File: config.mk
export PLATFORM = sky130hd
export DESIGN_NAME = dft_stream_n_flat
export DESIGN_NICKNAME = d
export VERILOG_FILES = /design/src/rtl/dft_pkg.sv /design/src/rtl/dft_stream_n_if.sv /design/src/rtl/dft_twiddle_rom.sv /design/src/rtl/dft_stream_n.sv /design/src/flat_wrapper.sv
export SDC_FILE = /design/constraint.sdc
export NUM_CORES = 2
export LEC_CHECK = 0
export CORE_UTILIZATION = 30
export CTS_CLUSTER_DIAMETER = 80
export DETAILED_ROUTE_END_ITERATION = 6
export GPL_ROUTABILITY_DRIVEN = 0
export PLACE_DENSITY = 0.51
export SYNTH_ARGS = -nofsm -noshare
export SYNTH_HDL_FRONTEND = slang
export SYNTH_HIERARCHICAL = 1
export SYNTH_SLANG_ARGS = --single-unit
File: constraint.sdc
create_clock -name clk -period 7.3 [get_ports clk]
set_input_delay 1.095 -clock clk [delete_from_list [all_inputs] [get_ports clk]]
set_output_delay 1.095 -clock clk [all_outputs]
set_load 0.05 [all_outputs]
File: src/rtl/dft_pkg.sv
// Shared types, constants and elaboration-time helpers for the streaming DFT.
package dft_pkg;

  typedef enum logic [1:0] {
    LOAD    = 2'd0,
    COMPUTE = 2'd1,
    OUTPUT  = 2'd2
  } state_t;

  // Cycles between the last MAC issue and the registered bin result.
  localparam int PIPE_LAT = 3;

  function automatic int out_width(input int data_w, input int logn);
    return data_w + logn + 1;
  endfunction

  function automatic int acc_width(input int data_w, input int coef_w, input int logn);
    return data_w + coef_w + logn;
  endfunction

  // Round half away from zero so the cos/sin tables stay exactly symmetric.
  function automatic int twiddle(input int p, input int n, input int coef_w, input bit is_sin);
    real ang;
    real v;
    ang = 6.283185307179586 * real'(p) / real'(n);
    v   = (is_sin ? $sin(ang) : $cos(ang)) * (real'(2 ** (coef_w - 1)) - 1.0);
    return (v >= 0.0) ? $rtoi(v + 0.5) : -$rtoi(0.5 - v);
  endfunction

endpackage

File: src/rtl/dft_stream_n_if.sv
// Sample-in / bin-out stream bundle for dft_stream_n.
interface dft_stream_n_if #(
  parameter int N      = 64,
  parameter int DATA_W = 16
);
  localparam int LOGN  = $clog2(N);
  localparam int OUT_W = dft_pkg::out_width(DATA_W, LOGN);

  logic                     in_valid;
  logic                     in_ready;
  logic signed [DATA_W-1:0] in_sample;
  logic                     inverse;
  logic                     out_valid;
  logic                     out_ready;
  logic signed [OUT_W-1:0]  out_real;
  logic signed [OUT_W-1:0]  out_imag;
  logic [LOGN-1:0]          out_bin;
  logic                     out_last;
  logic                     busy;

  modport slave (
    input  in_valid, in_sample, inverse, out_ready,
    output in_ready, out_valid, out_real, out_imag, out_bin, out_last, busy
  );

  modport master (
    output in_valid, in_sample, inverse, out_ready,
    input  in_ready, out_valid, out_real, out_imag, out_bin, out_last, busy
  );

endinterface

File: src/rtl/dft_twiddle_rom.sv
// N-entry cos/sin twiddle table with a registered read port.
module dft_twiddle_rom
  import dft_pkg::*;
#(
  parameter int N      = 64,
  parameter int COEF_W = 16
) (
  input  logic                      clk,
  input  logic [$clog2(N)-1:0]      addr,
  output logic signed [COEF_W-1:0]  cos_q,
  output logic signed [COEF_W-1:0]  sin_q
);
  logic signed [COEF_W-1:0] cos_tab [N];
  logic signed [COEF_W-1:0] sin_tab [N];

  for (genvar i = 0; i < N; i++) begin : g_tab
    assign cos_tab[i] = COEF_W'(twiddle(i, N, COEF_W, 1'b0));
    assign sin_tab[i] = COEF_W'(twiddle(i, N, COEF_W, 1'b1));
  end

  always_ff @(posedge clk) begin
    cos_q <= cos_tab[addr];
    sin_q <= sin_tab[addr];
  end

endmodule

File: src/rtl/dft_stream_n.sv
// Streaming N-point DFT: buffers one frame of real samples, then computes each
// bin with a single time-multiplexed complex MAC and streams the bins out in order.
//
//   state   | meaning
//   LOAD    | accepting samples x[0..N-1] into the buffer
//   COMPUTE | N MAC issues for bin k plus pipeline drain
//   OUTPUT  | bin k presented, waiting for out_ready
//
// Reset release is expected to be synchronised upstream.
module dft_stream_n
  import dft_pkg::*;
#(
  parameter int N             = 64,
  parameter int DATA_W        = 16,
  parameter int COEF_W        = 16,
  parameter int HALF_SPECTRUM = 0
) (
  input logic           clk,
  input logic           sreset,
  dft_stream_n_if.slave bus
);
  localparam int LOGN   = $clog2(N);
  localparam int OUT_W  = out_width(DATA_W, LOGN);
  localparam int ACC_W  = acc_width(DATA_W, COEF_W, LOGN);
  localparam int PROD_W = DATA_W + COEF_W;
  localparam int CNT_W  = LOGN + 1;

  localparam logic [LOGN-1:0]         K_LAST   = (HALF_SPECTRUM != 0) ? LOGN'(N / 2) : LOGN'(N - 1);
  localparam logic [CNT_W-1:0]        ISSUE_N  = CNT_W'(N);
  localparam logic [CNT_W-1:0]        DONE_CNT = CNT_W'(N + PIPE_LAT - 1);
  localparam logic signed [ACC_W-1:0] RND      = ACC_W'(1) << (COEF_W - 2);

  state_t                   state, state_nx;
  logic [LOGN-1:0]          n_idx, k, phase;
  logic [CNT_W-1:0]         cnt;
  logic                     inv_q;
  logic signed [DATA_W-1:0] sample_buf [N];
  logic signed [DATA_W-1:0] x_q;
  logic signed [COEF_W-1:0] cos_q, sin_q, sin_eff;
  logic signed [PROD_W-1:0] prod_re, prod_im;
  logic signed [ACC_W-1:0]  acc_re, acc_im;
  logic                     v1, v2;
  logic                     in_fire, issue, last_bin;

  assign bus.in_ready  = (state == LOAD);
  assign bus.out_valid = (state == OUTPUT);
  assign bus.busy      = (state != LOAD);

  assign in_fire  = bus.in_valid && (state == LOAD);
  assign issue    = (state == COMPUTE) && (cnt < ISSUE_N);
  assign last_bin = (k == K_LAST);
  assign sin_eff  = inv_q ? sin_q : -sin_q;

  dft_twiddle_rom #(
    .N      (N),
    .COEF_W (COEF_W)
  ) u_rom (
    .clk   (clk),
    .addr  (phase),
    .cos_q (cos_q),
    .sin_q (sin_q)
  );

  always_ff @(posedge clk or posedge sreset) begin
    if (sreset) state <= LOAD;
    else        state <= state_nx;
  end

  always_comb begin
    state_nx = state;
    case (state)
      LOAD:    if (in_fire && n_idx == LOGN'(N - 1)) state_nx = COMPUTE;
      COMPUTE: if (cnt == DONE_CNT) state_nx = OUTPUT;
      OUTPUT:  if (bus.out_ready) state_nx = last_bin ? LOAD : COMPUTE;
      default: state_nx = LOAD;
    endcase
  end

  always_ff @(posedge clk) begin
    if (in_fire) sample_buf[n_idx] <= bus.in_sample;
  end

  always_ff @(posedge clk or posedge sreset) begin
    if (sreset) begin
      n_idx        <= '0;
      k            <= '0;
      cnt          <= '0;
      phase        <= '0;
      inv_q        <= 1'b0;
      bus.out_real <= '0;
      bus.out_imag <= '0;
      bus.out_bin  <= '0;
      bus.out_last <= 1'b0;
    end else begin
      case (state)
        LOAD: begin
          if (in_fire) begin
            n_idx <= n_idx + 1'b1;
            if (n_idx == '0) inv_q <= bus.inverse;
          end
        end
        COMPUTE: begin
          if (cnt == DONE_CNT) begin
            cnt          <= '0;
            phase        <= '0;
            bus.out_real <= OUT_W'((acc_re + RND) >>> (COEF_W - 1));
            bus.out_imag <= OUT_W'((acc_im + RND) >>> (COEF_W - 1));
            bus.out_bin  <= k;
            bus.out_last <= last_bin;
          end else begin
            cnt   <= cnt + 1'b1;
            phase <= phase + k;
          end
        end
        OUTPUT: begin
          if (bus.out_ready) k <= last_bin ? '0 : k + 1'b1;
        end
        default: ;
      endcase
    end
  end

  // MAC pipeline: buffer/ROM read -> products -> accumulate.
  always_ff @(posedge clk or posedge sreset) begin
    if (sreset) begin
      x_q     <= '0;
      v1      <= 1'b0;
      v2      <= 1'b0;
      prod_re <= '0;
      prod_im <= '0;
      acc_re  <= '0;
      acc_im  <= '0;
    end else begin
      x_q     <= sample_buf[cnt[LOGN-1:0]];
      v1      <= issue;
      v2      <= v1;
      prod_re <= PROD_W'(x_q) * PROD_W'(cos_q);
      prod_im <= PROD_W'(x_q) * PROD_W'(sin_eff);
      if (state != COMPUTE) begin
        acc_re <= '0;
        acc_im <= '0;
      end else if (v2) begin
        acc_re <= acc_re + ACC_W'(prod_re);
        acc_im <= acc_im + ACC_W'(prod_im);
      end
    end
  end

endmodule
File: src/flat_wrapper.sv
// flat-port wrapper written by rule: the top's interface ports become plain ports
module dft_stream_n_flat import dft_pkg::*;
#(
  parameter int N             = 64,
  parameter int DATA_W        = 16,
  parameter int COEF_W        = 16,
  parameter int HALF_SPECTRUM = 0
)
  (clk, sreset, bus_in_valid, bus_in_sample, bus_inverse, bus_out_ready, bus_in_ready, bus_out_valid, bus_out_real, bus_out_imag, bus_out_bin, bus_out_last, bus_busy);
  dft_stream_n_if #(.N(N), .DATA_W(DATA_W)) bus_i ();
  input logic clk;
  input logic sreset;
  input wire logic [$bits(bus_i.in_valid)-1:0] bus_in_valid;
  input wire logic [$bits(bus_i.in_sample)-1:0] bus_in_sample;
  input wire logic [$bits(bus_i.inverse)-1:0] bus_inverse;
  input wire logic [$bits(bus_i.out_ready)-1:0] bus_out_ready;
  output wire logic [$bits(bus_i.in_ready)-1:0] bus_in_ready;
  output wire logic [$bits(bus_i.out_valid)-1:0] bus_out_valid;
  output wire logic [$bits(bus_i.out_real)-1:0] bus_out_real;
  output wire logic [$bits(bus_i.out_imag)-1:0] bus_out_imag;
  output wire logic [$bits(bus_i.out_bin)-1:0] bus_out_bin;
  output wire logic [$bits(bus_i.out_last)-1:0] bus_out_last;
  output wire logic [$bits(bus_i.busy)-1:0] bus_busy;
  assign bus_i.in_valid = bus_in_valid;
  assign bus_i.in_sample = bus_in_sample;
  assign bus_i.inverse = bus_inverse;
  assign bus_i.out_ready = bus_out_ready;
  assign bus_in_ready = bus_i.in_ready;
  assign bus_out_valid = bus_i.out_valid;
  assign bus_out_real = bus_i.out_real;
  assign bus_out_imag = bus_i.out_imag;
  assign bus_out_bin = bus_i.out_bin;
  assign bus_out_last = bus_i.out_last;
  assign bus_busy = bus_i.busy;
  dft_stream_n #(.N(N), .DATA_W(DATA_W), .COEF_W(COEF_W), .HALF_SPECTRUM(HALF_SPECTRUM)) u_core (.clk(clk), .sreset(sreset), .bus(bus_i));
endmodule
==> results.json <==
{
  "status": "completed",
  "grt_max_degree": 131,
  "cp.required_ps": 7950,
  "final_max_slew_viol_count": 0,
  "clockRootBuffer": "clkbuf_16",
  "min_path_cells": 2,
  "grt_pass1_wl_um": 282000,
  "relSlewSlack": 0.167,
  "syn_inst": 5442,
  "vias": 43100,
  "hold_start": "u_core/bus.out_imag[20]",
  "viasPerCell": 4.80,
  "cp.arrival_ps": 7520,
  "grt.overflow.total": 0,
  "wl_per_cell_um": 20.3,
  "worstMarginPinSlew_ps": 1250,
  "die_x_um": 501,
  "grt_util_all_layers": 0.147,
  "io_buffers": 76,
  "clock_path_buffers": 3,
  "synth-compound-area-share": 0.0541,
  "timing.hold.worst.class": "reg2reg",
  "rsz0062_at_grt": "no",
  "core_mm2": 0.247,
  "ys_top_cells_by_area": "edfxtp_1, fa_1, mux4_2",
  "clk_latency_ps": 790,
  "path_common_cell": "fa_1",
  "path_clk_slew_ps": 60,
  "synthMuxAreaShare": 0.112,
  "antenna_found_initial": 4,
  "synth_top_area_share": 0.412,
  "max_freq_ghz": 0.146,
  "start_util": 0.303,
  "rr_worst_depth": 30,
  "drc": 0,
  "io_pins": 77,
  "yosys_warnings": 6,
  "crit_path_end_kind": "flip-flop",
  "finalNonFillerCells": 8989,
  "yosysTopAreaCell": "edfxtp_1",
  "ctsHoldBuffers": 0,
  "layout_common_cells": "edfxtp_1, inv_1, fa_1",
  "worstHoldEndpoint": "u_core/bus.out_imag[20]",
  "mostFrequentLayoutCell": "edfxtp_1",
  "period_share": 0.941,
  "syn_area_per_cell_um2": 13.7,
  "min_period_ps": 6870,
  "slowest_delay_ps": 570,
  "fp-row-count": 182,
  "area_delta_synth_final_pct": 13.0,
  "cts_buffers": 137,
  "cp_slowest_cell": "fa_1",
  "reg2reg_from": "u_core/u_rom/sin_q[0]",
  "tritoncts": "built",
  "yosys.cell_types.count": 100,
  "synth-seq-cells": 1295,
  "grt_pass1_vias": 45600,
  "hold_viol": 0,
  "die_area_mm2": 0.251,
  "drt_iter0_markers": 3247,
  "skew_ps": 63.5,
  "drt_wl_total_um": 183000,
  "synth_ff_type": "edfxtp_1",
  "htree_levels": 4,
  "synthArstFlopShare": 0.185,
  "ys_seq_area_frac": 0.500,
  "synth_fa_ha_area_frac": 0.185,
  "syn_nets": 6253,
  "synth_xor_area_frac": 0.0226,
  "synth_top_family_by_area": "adder cells",
  "critPathKind": "reg2reg",
  "setup_viol_count_final": 0,
  "cp_max_fo": 6,
  "rr_endpoint": "u_core/prod_im[31]",
  "hold_slack_ps": 473,
  "dp_hpwl_um": 122000,
  "synth-simple-area-share": 0.0790,
  "first_pass_iters": 7,
  "cts_sinks": 1295,
  "die_h_um": 501,
  "maxCapViolations": 0,
  "num-nets-final": 6381,
  "synth_area_mm2": 0.0747,
  "drive_above_1_share": 0.141,
  "ant_nets": 0,
  "cp-start-kind": "flip-flop",
  "reg2reg_slack_ps": 430,
  "synth_edf_count": 1024,
  "dp.cells": 8736
}
worst max path at each step:
stage	startpoint	cells past startpoint	endpoint	slack, ps
floorplan	u_core/u_rom/sin_q[0]	29	u_core/prod_im[25]	340
global placement	u_core/u_rom/sin_q[0]	29	u_core/prod_im[31]	150
detailed placement	u_core/u_rom/sin_q[0]	29	u_core/prod_im[31]	-40
CTS	u_core/u_rom/sin_q[0]	29	u_core/prod_im[31]	40
global route	u_core/u_rom/sin_q[0]	31	u_core/prod_im[28]	10
finish	u_core/u_rom/sin_q[0]	30	u_core/prod_im[31]	430
layout make-up:
class,count,area [µm²]
Timing Repair Buffer,236,1970
Antenna cell,1,2.50
Tap cell,3312,4140
Inverter,660,2480
Sequential cell,1295,37400
Clock buffer,173,3610
Multi-Input combinational cell,3240,33900
Clock inverter,72,895
Fill cell,24100,162000
cell families after synthesis:
| logic type | Yosys count |
|---|---|
| muxes | 406 |
| and+or+nand+nor | 1235 |
| xor gates and xnor gates | 193 |
| buffers and inverters | 907 |
| DFF | 1295 |
| adders and majority gates | 790 |
| AOI/OAI and AO/OA | 616 |
registers in the layout, summed over array words and instances (netlist names), 2 cells and up:
signal	count
u_core/n_idx	6
u_core/bus.out_imag	23
u_core/phase	6
u_core/x_q	16
u_core/u_rom/sin_q	16
u_core/cnt	7
u_core/sample_buf	1024
u_core/prod_im	32
u_core/prod_re	32
u_core/bus.out_bin	6
u_core/bus.out_real	23
u_core/u_rom/cos_q	16
u_core/state	2
u_core/acc_re	38
u_core/acc_im	38
u_core/k	6
routing by layer:
layer	share of wire	routed length, µm	vias up	global-route usage
li1	-	-	19400	-
met1	0.46	84200	22600	0.202
met2	0.48	87900	898	0.246
met3	0.041	7540	207	0.0214
met4	0.018	3310	0	0.0313
met5	0	0	-	0
cells in the mapped netlist (17+ instances only):
library cell / number
or3_1: 18
o211ai_1: 17
nor3_1: 42
inv_1: 657
ha_1: 263
o21a_1: 19
mux4_2: 340
fa_1: 527
o21bai_1: 22
and2_1: 193
xnor2_1: 132
nand2b_1: 45
clkbuf_1: 165
dfxtp_1: 32
a21oi_1: 163
nor2_1: 259
buf_2: 48
dfrtp_1: 239
mux2i_1: 50
nand2_1: 449
nand4_1: 24
o21ai_1: 26
edfxtp_1: 1024
a21o_1: 53
a31oi_1: 23
o21ai_0: 138
nor2b_1: 57
xor2_1: 61
buf_1: 25
a211oi_1: 29
nand3_1: 57
and3_1: 30
worst max-delay path, delay by kind of cell, from the launching register on:
family / cells / cell delay, ps
adders and majority gates: 8 / 3520
AOI/OAI and AO/OA: 5 / 1010
and+or+nand+nor: 8 / 890
buffers and inverters: 7 / 610
DFF: 1 / 370
xor gates and xnor gates: 2 / 340
through the flow:
stage / setup TNS, ps / cell area (µm²) / setup slack, ps / util
finish: 0 / 84400 / 431 / 0.342
detailed placement: -45.5 / 79800 / -43.2 / 0.323
CTS: 0 / 84300 / 40.1 / 0.342
floorplan: 0 / 74700 / 343 / -
global route: 0 / 84400 / 10.8 / 0.342
global placement: 0 / 79800 / 147 / 0.323
what timing repair did:
item | in CTS | in global routing
cloned | 0 | 1
pin swaps | 0 | 3
gates resized for setup | 1 | 19
endpoints found under the setup margin | 3 | 10
buffers inserted | 0 | 6
Power is not shown: default switching activity piles up to over one toggle a cycle in this logic, so the estimate is an artifact.
